`src/rtl/uart_brg_frac.sv`:
```
// UART baud-rate generator with integer+fractional divider.
// Emits an oversample tick (rx_tick) and a bit tick (tx_tick).
module uart_brg_frac #(
  parameter int unsigned CLK_FREQ   = 100_000_000,
  parameter int unsigned OVERSAMPLE = 16,
  parameter int unsigned DIV_W      = 16,
  parameter int unsigned FRAC_W     = 4,
  parameter int unsigned BAUD0      = 9600,
  parameter int unsigned BAUD1      = 19200,
  parameter int unsigned BAUD2      = 57600,
  parameter int unsigned BAUD3      = 115200
) (
  input  logic              clk,
  input  logic              rst,
  input  logic              en,
  input  logic              sw_mode,
  input  logic [1:0]        baud_sel,
  input  logic [DIV_W-1:0]  sw_div_int,
  input  logic [FRAC_W-1:0] sw_div_frac,
  input  logic              cfg_load,
  input  logic              restart,
  output logic              rx_tick,
  output logic              tx_tick,
  output logic              cfg_err
);

  localparam int unsigned TW = DIV_W + FRAC_W;
  localparam int unsigned OW =
    (OVERSAMPLE > 2) ? $clog2(OVERSAMPLE) : 1;

  function automatic logic [TW-1:0] tdiv(
    input longint unsigned baud
  );
    longint unsigned num;
    longint unsigned den;
    num = longint'(CLK_FREQ) << FRAC_W;
    den = baud * longint'(OVERSAMPLE);
    return TW'((num + den / 2) / den);
  endfunction

  localparam logic [TW-1:0] TDIV0 = tdiv(longint'(BAUD0));
  localparam logic [TW-1:0] TDIV1 = tdiv(longint'(BAUD1));
  localparam logic [TW-1:0] TDIV2 = tdiv(longint'(BAUD2));
  localparam logic [TW-1:0] TDIV3 = tdiv(longint'(BAUD3));

  localparam logic [OW-1:0] OS_LAST = OW'(OVERSAMPLE - 1);
  localparam logic [DIV_W-1:0] MIN_DIV = DIV_W'(2);

  logic [DIV_W-1:0]  act_int;
  logic [FRAC_W-1:0] act_frac;
  logic [DIV_W-1:0]  pend_int;
  logic [FRAC_W-1:0] pend_frac;
  logic              pend_valid;
  logic [DIV_W-1:0]  cnt;
  logic [FRAC_W-1:0] acc;
  logic              carry;
  logic [OW-1:0]     os_cnt;

  logic [TW-1:0]     tbl_div;
  logic [DIV_W-1:0]  sel_int;
  logic [FRAC_W-1:0] sel_frac;
  logic              sel_bad;
  logic              pend_bad;
  logic [DIV_W:0]    last;
  logic [FRAC_W:0]   sum;
  logic              run;
  logic              wrap;
  logic              apply;
  logic              os_wrap;
  logic [OW-1:0]     os_next;

  always_comb begin
    tbl_div = TDIV0;
    unique case (baud_sel)
      2'd0: tbl_div = TDIV0;
      2'd1: tbl_div = TDIV1;
      2'd2: tbl_div = TDIV2;
      2'd3: tbl_div = TDIV3;
    endcase
  end

  always_comb begin
    sel_int  = tbl_div[TW-1:FRAC_W];
    sel_frac = tbl_div[FRAC_W-1:0];
    if (sw_mode) begin
      sel_int  = sw_div_int;
      sel_frac = sw_div_frac;
    end
  end

  // Period is act_int + carry; >= tolerates a shrink applied while frozen
  always_comb begin
    sel_bad  = sel_int < MIN_DIV;
    pend_bad = pend_int < MIN_DIV;
    last     = {1'b0, act_int}
             + {{DIV_W{1'b0}}, carry}
             - (DIV_W + 1)'(1);
    sum      = {1'b0, acc} + {1'b0, act_frac};
    run      = en && !cfg_err;
    wrap     = run && ({1'b0, cnt} >= last);
    apply    = pend_valid && (wrap || !en || cfg_err);
    os_wrap  = os_cnt == OS_LAST;
    os_next  = os_wrap ? '0 : os_cnt + OW'(1);
  end

  always_ff @(posedge clk or posedge rst) begin
    if (rst) begin
      act_int    <= TDIV0[TW-1:FRAC_W];
      act_frac   <= TDIV0[FRAC_W-1:0];
      pend_int   <= '0;
      pend_frac  <= '0;
      pend_valid <= 1'b0;
      cnt        <= '0;
      acc        <= '0;
      carry      <= 1'b0;
      os_cnt     <= '0;
      rx_tick    <= 1'b0;
      tx_tick    <= 1'b0;
      cfg_err    <= 1'b0;
    end else begin
      rx_tick <= 1'b0;
      tx_tick <= 1'b0;
      if (restart) begin
        cnt    <= '0;
        acc    <= '0;
        carry  <= 1'b0;
        os_cnt <= '0;
        if (cfg_load) begin
          act_int    <= sel_int;
          act_frac   <= sel_frac;
          cfg_err    <= sel_bad;
          pend_valid <= 1'b0;
        end
      end else if (apply) begin
        act_int    <= pend_int;
        act_frac   <= pend_frac;
        cfg_err    <= pend_bad;
        pend_valid <= 1'b0;
        acc        <= '0;
        carry      <= 1'b0;
        if (wrap) begin
          rx_tick <= 1'b1;
          tx_tick <= os_wrap;
        end
        if (wrap || pend_bad)
          cnt <= '0;
        if (pend_bad)
          os_cnt <= '0;
        else if (wrap)
          os_cnt <= os_next;
      end else if (wrap) begin
        rx_tick      <= 1'b1;
        tx_tick      <= os_wrap;
        cnt          <= '0;
        {carry, acc} <= sum;
        os_cnt       <= os_next;
      end else if (run) begin
        cnt <= cnt + DIV_W'(1);
      end
      // A fresh load overrides anything just consumed
      if (cfg_load && !restart) begin
        pend_int   <= sel_int;
        pend_frac  <= sel_frac;
        pend_valid <= 1'b1;
      end
    end
  end

endmodule

```
`config.mk`:
```
export PLATFORM = sky130hd
export DESIGN_NAME = uart_brg_frac
export DESIGN_NICKNAME = d
export VERILOG_FILES = /design/src/rtl/uart_brg_frac.sv
export SDC_FILE = /design/constraint.sdc
export NUM_CORES = 1
export LEC_CHECK = 0
export ABC_CLOCK_PERIOD_IN_PS = 4200
export BUFFER_PORTS_ARGS = -buffer_cell sky130_fd_sc_hd__buf_2
export CAP_MARGIN = 20
export CORE_MARGIN = 2
export CORE_UTILIZATION = 61
export CTS_CLUSTER_DIAMETER = 50
export DETAILED_ROUTE_END_ITERATION = 7
export PLACE_DENSITY = 0.8
export SYNTH_ARGS = -nofsm -noshare
export SYNTH_HDL_FRONTEND = slang
export SYNTH_SLANG_ARGS = --single-unit
```
`constraint.sdc`:
```
create_clock -name clk -period 4.2 [get_ports clk]
set_input_delay 0.21 -clock clk [delete_from_list [all_inputs] [get_ports clk]]
set_output_delay 0.21 -clock clk [all_outputs]
set_load 0.02 [all_outputs]
```
==> metrics.md <==
| Metric | Value |
|---|---|
| Max-cap viol count | `0` |
| Critical Path Fanout Max | `5` |
| CP startpoint kind | `flip-flop` |
| Final Hold Slack | `0.121 ns` |
| Num CTS Buffers | `9` |
| Count of port buffers added during placement | `30` |
| Worst-path clk slew | `0.08 ns` |
| Sequential share of the synthesized area | `41.7%` |
| Hold Crit Class | `primary input to flip-flop` |
| TritonCTS clock tree | `built` |
| # clock sinks | `69` |
| I/O pin cnt | `31` |
| Distinct cells, synth | `57` |
| Nets | `530` |
| Tot Pwr | `1.87 mW` |
| Area grow syn2layout | `12.1%` |
| Cell count after synthesis | `439` |
| RR Endpoint | `acc[1]$_DFFE_PP0P_` |
| CP Depth | `13` |
| GRT Residual Overflow | `0` |
| Initial antenna violation count | `0` |
| Crit path from | `act_int[10]$_DFFE_PP0P_` |
| Final WS setup | `0.389 ns` |
| Remaining antenna violation count | `0` |
| Final-layout fill cell count | `519` |
| Root Buffer | `clkbuf_8` |
| Syn_area_per_cell | `9.47 sq um` |
| Largest net degree at the start of global routing | `36` |
| Layout cells sized above 1 | `19.2%` |
| H-tree depth | `3` |
| # Post-CTS Setup Buffers | `0` |
| Drt first pass iters | `4` |
| Seq cells post-synth | `69` |
| Reg-to-reg setup timing slack | `0.39 ns` |
| Die H | `86.6 microns` |
| Dpl cell area | `0.00440 sq mm` |
| Slowest CP cell | `or4_4` |
| Die area | `0.00749 sq mm` |
| GRT Total Usage | `27.5%` |
| Ys async rst share | `100%` |
| Yosys Warn Count | `0` |
| Crit-path cells | `or4_4, or3_4, and2b_2, xnor2_1, ha_1, nand3_1, nor4_1, o21ai_0, and4_1, nor3_2, buf_4, mux2i_1, nor2_1` |
| Syn_nets | `496` |
| Worst setup path endpoint | `acc[1]$_DFFE_PP0P_` |
| Final slew viol count | `0` |
| Hold_sp | `sw_div_frac[1]` |
| Peak VDD IR | `0.193 mV` |
| Util after Layout | `69.8%` |
| WP data arrival | `4.05 ns` |
| Final hold viol count | `0` |
| Vias in the first global route | `3295` |
| CP Buf/Inv Count | `1` |
| Post-synth top flop | `dfrtp_1` |
| DRT iter0 DRCs | `169` |
| Design area | `0.00466 sq mm` |
| Routed vias | `3471` |
| P_leak | `2.04 nW` |
| PwrDens | `400 mW/mm^2` |
| First-pass GRT wire length | `15900 microns` |
| Core Area | `0.00668 sq mm` |
| Post-DP HPWL | `6880 microns` |
| Die W | `86.6 microns` |
| Mapped Area | `0.00416 sq mm` |
| Final period utilization | `90.7%` |
| Setup violations, final | `0` |
| # diodes | `0` |
| Min Clock Period, post-route | `3.81 ns` |
| Crit Path Category | `flip-flop to flip-flop` |
| Drt drc | `0` |
| Reg2Reg Launch Point | `act_int[10]$_DFFE_PP0P_` |
| Worst-Skew Late Latency | `0.36 ns` |
| Status | `completed` |
| CP peak stage delay | `0.54 ns` |
| R2r worst-path depth | `13` |
| Critical Path RT | `4.44 ns` |
| Final wirelength | `9450 microns` |
| Vias/cell | `6.22` |
| Crit path max-delay family | `simple AND/OR/NAND/NOR gates` |
| Worst slack at placement | `0.324 ns` |
| Starting density of the core | `62.2%` |
| Critical Path End Type | `flip-flop` |
| Worst slew pin tran | `0.720 ns` |
| Number of synthesized flops with an enable pin | `0` |
| Worst rel slew slack | `51.9%` |
| Clock skew | `0.00812 ns` |
| Maximum root-to-sink buffer count | `2` |
| GP Congestion | `0.857` |
| DR WL/cell | `16.9 microns` |
| Row Count | `30` |
| Max frequency | `0.262 GHz` |
worst reg2reg max path, stage by stage, from the launching register on:
cell and delay (ns):
dfrtp_1 0.44, or4_4 0.54, or3_4 0.36, and2b_2 0.22, xnor2_1 0.06, ha_1 0.30
nand3_1 0.12, nor4_1 0.34, o21ai_0 0.18, and4_1 0.26, nor3_2 0.39, buf_4 0.23
mux2i_1 0.20, nor2_1 0.06
cell families (layout without fill, tap and decap cells):
kind of cell               Yosys count  after routing  synth area share (%)
buffers and inverters               25             64                  2.59
DFF                                 69             69                  41.7
adders and majority gates           29             29                  8.91
muxes                                8              8                  1.93
AOI/OAI and AO/OA                  105            105                  19.6
and+or+nand+nor                    186            186                  21.7
xor gates and xnor gates            17             17                  3.58
registers in the layout, indices dropped and copies added (netlist names):
name,cells
os_cnt,4
rx_tick,1
act_frac,4
tx_tick,1
pend_valid,1
carry,1
cfg_err,1
acc,4
pend_frac,4
cnt,16
act_int,16
pend_int,16
area by class of cell:
| class | instances | area, sq um | area share (%) |
|---|---|---|---|
| tap | 80 | 100 | 2.15 |
| multi-input combinational | 345 | 2330 | 49.9 |
| timing repair buffer | 39 | 228 | 4.88 |
| clock inverter | 5 | 108 | 2.31 |
| sequential | 69 | 1730 | 37.2 |
| clock buffer | 11 | 131 | 2.82 |
| inverter | 9 | 33.8 | 0.724 |
cells in the mapped netlist, types with 3 or more instances:
cell type	count	area share, %
dfrtp_1	63	38
inv_1	9	0.81
mux2i_1	8	1.9
a221o_1	9	2.2
nand2_1	70	6.3
clkbuf_1	11	0.99
o21ai_0	29	3.5
nor2b_1	4	0.60
ha_1	28	8.4
a21oi_1	22	2.6
xnor2_1	15	3.2
dfstp_2	6	3.8
a211oi_1	5	0.90
and4_1	3	0.63
nand2b_1	9	1.4
o221a_2	8	2.2
o311ai_2	9	3.5
nor2_1	41	3.7
nand3_1	19	2.3
a21o_1	5	0.90
nor3_1	8	0.96
or2_2	3	0.45
o21ai_1	3	0.36
nor4_1	11	1.7
o31ai_1	3	0.54
timing repair:
item,4_1_cts,5_1_grt
endpoints found under the setup margin,0,26
gates resized for setup,0,3
hold endpoints to repair,28,0
hold buffers,1,0
layout by cell type, fill, tap and decap left out, types with 2 or more instances in the layout:
| master | netlist | final |
|---|---|---|
| and4_1 | 3 | 3 |
| nor3_1 | 8 | 7 |
| xnor2_1 | 15 | 15 |
| bufinv_16 | 0 | 3 |
| nor2b_1 | 4 | 4 |
| a21oi_1 | 22 | 22 |
| nor3_2 | 1 | 2 |
| inv_1 | 9 | 8 |
| ha_1 | 28 | 28 |
| buf_4 | 1 | 7 |
| a211oi_1 | 5 | 5 |
| nor4_1 | 11 | 11 |
| nand3_1 | 19 | 19 |
| o311ai_2 | 9 | 9 |
| or3_4 | 2 | 2 |
| dfrtp_1 | 63 | 63 |
| nor2_1 | 41 | 41 |
| nand2_1 | 70 | 70 |
| dfstp_2 | 6 | 6 |
| a221o_1 | 9 | 9 |
| buf_2 | 2 | 30 |
| and2b_2 | 2 | 2 |
| mux2i_1 | 8 | 8 |
| nand4_1 | 2 | 2 |
| o221a_2 | 8 | 8 |
| nand2b_1 | 9 | 9 |
| xor2_1 | 2 | 2 |
| or2_2 | 3 | 3 |
| clkbuf_8 | 0 | 9 |
| and2_1 | 2 | 2 |
| a21o_1 | 5 | 4 |
| o21ai_0 | 29 | 29 |
| clkbuf_1 | 11 | 2 |
| o31ai_1 | 3 | 2 |
| o21ai_1 | 3 | 3 |
how the worst min path moves through the flow:
stage                                     endpoint  slack, ns  cells after the start
after CTS                 pend_frac[1]$_DFFE_PP0P_       0.12                      3
after global placement         cnt[10]$_DFFE_PP0P_       0.37                      2
after floorplan           pend_int[10]$_DFFE_PP0P_       0.38                      2
final                     pend_frac[1]$_DFFE_PP0P_       0.12                      3
after detailed placement       cnt[14]$_DFFE_PP0P_       0.37                      2
after global routing      pend_frac[1]$_DFFE_PP0P_       0.17                      3
power breakdown:
part	internal (mW)	switching [mW]	total, mW
Combinational	0.167	0.203	0.371
Sequential	0.746	0.0883	0.835
Clock	0.398	0.262	0.660
Total	1.31	0.554	1.87
stage by stage:
stage	setup TNS, ns	instances
2_1_floorplan	0	439
3_3_place_gp	0	540
3_5_place_dp	0	541
4_1_cts	0	558
5_1_grt	-0.00185	558
6_report	0	558
layer usage:
metal	vias to the layer above	global-route usage, %	share of wire (%)
met5	-	0	0
li1	1675	-	-
met4	0	10.9	1.3
met3	11	3.90	5.2
met2	100	44.3	49
met1	1685	37.6	45
(Power assumes the default switching activity.)
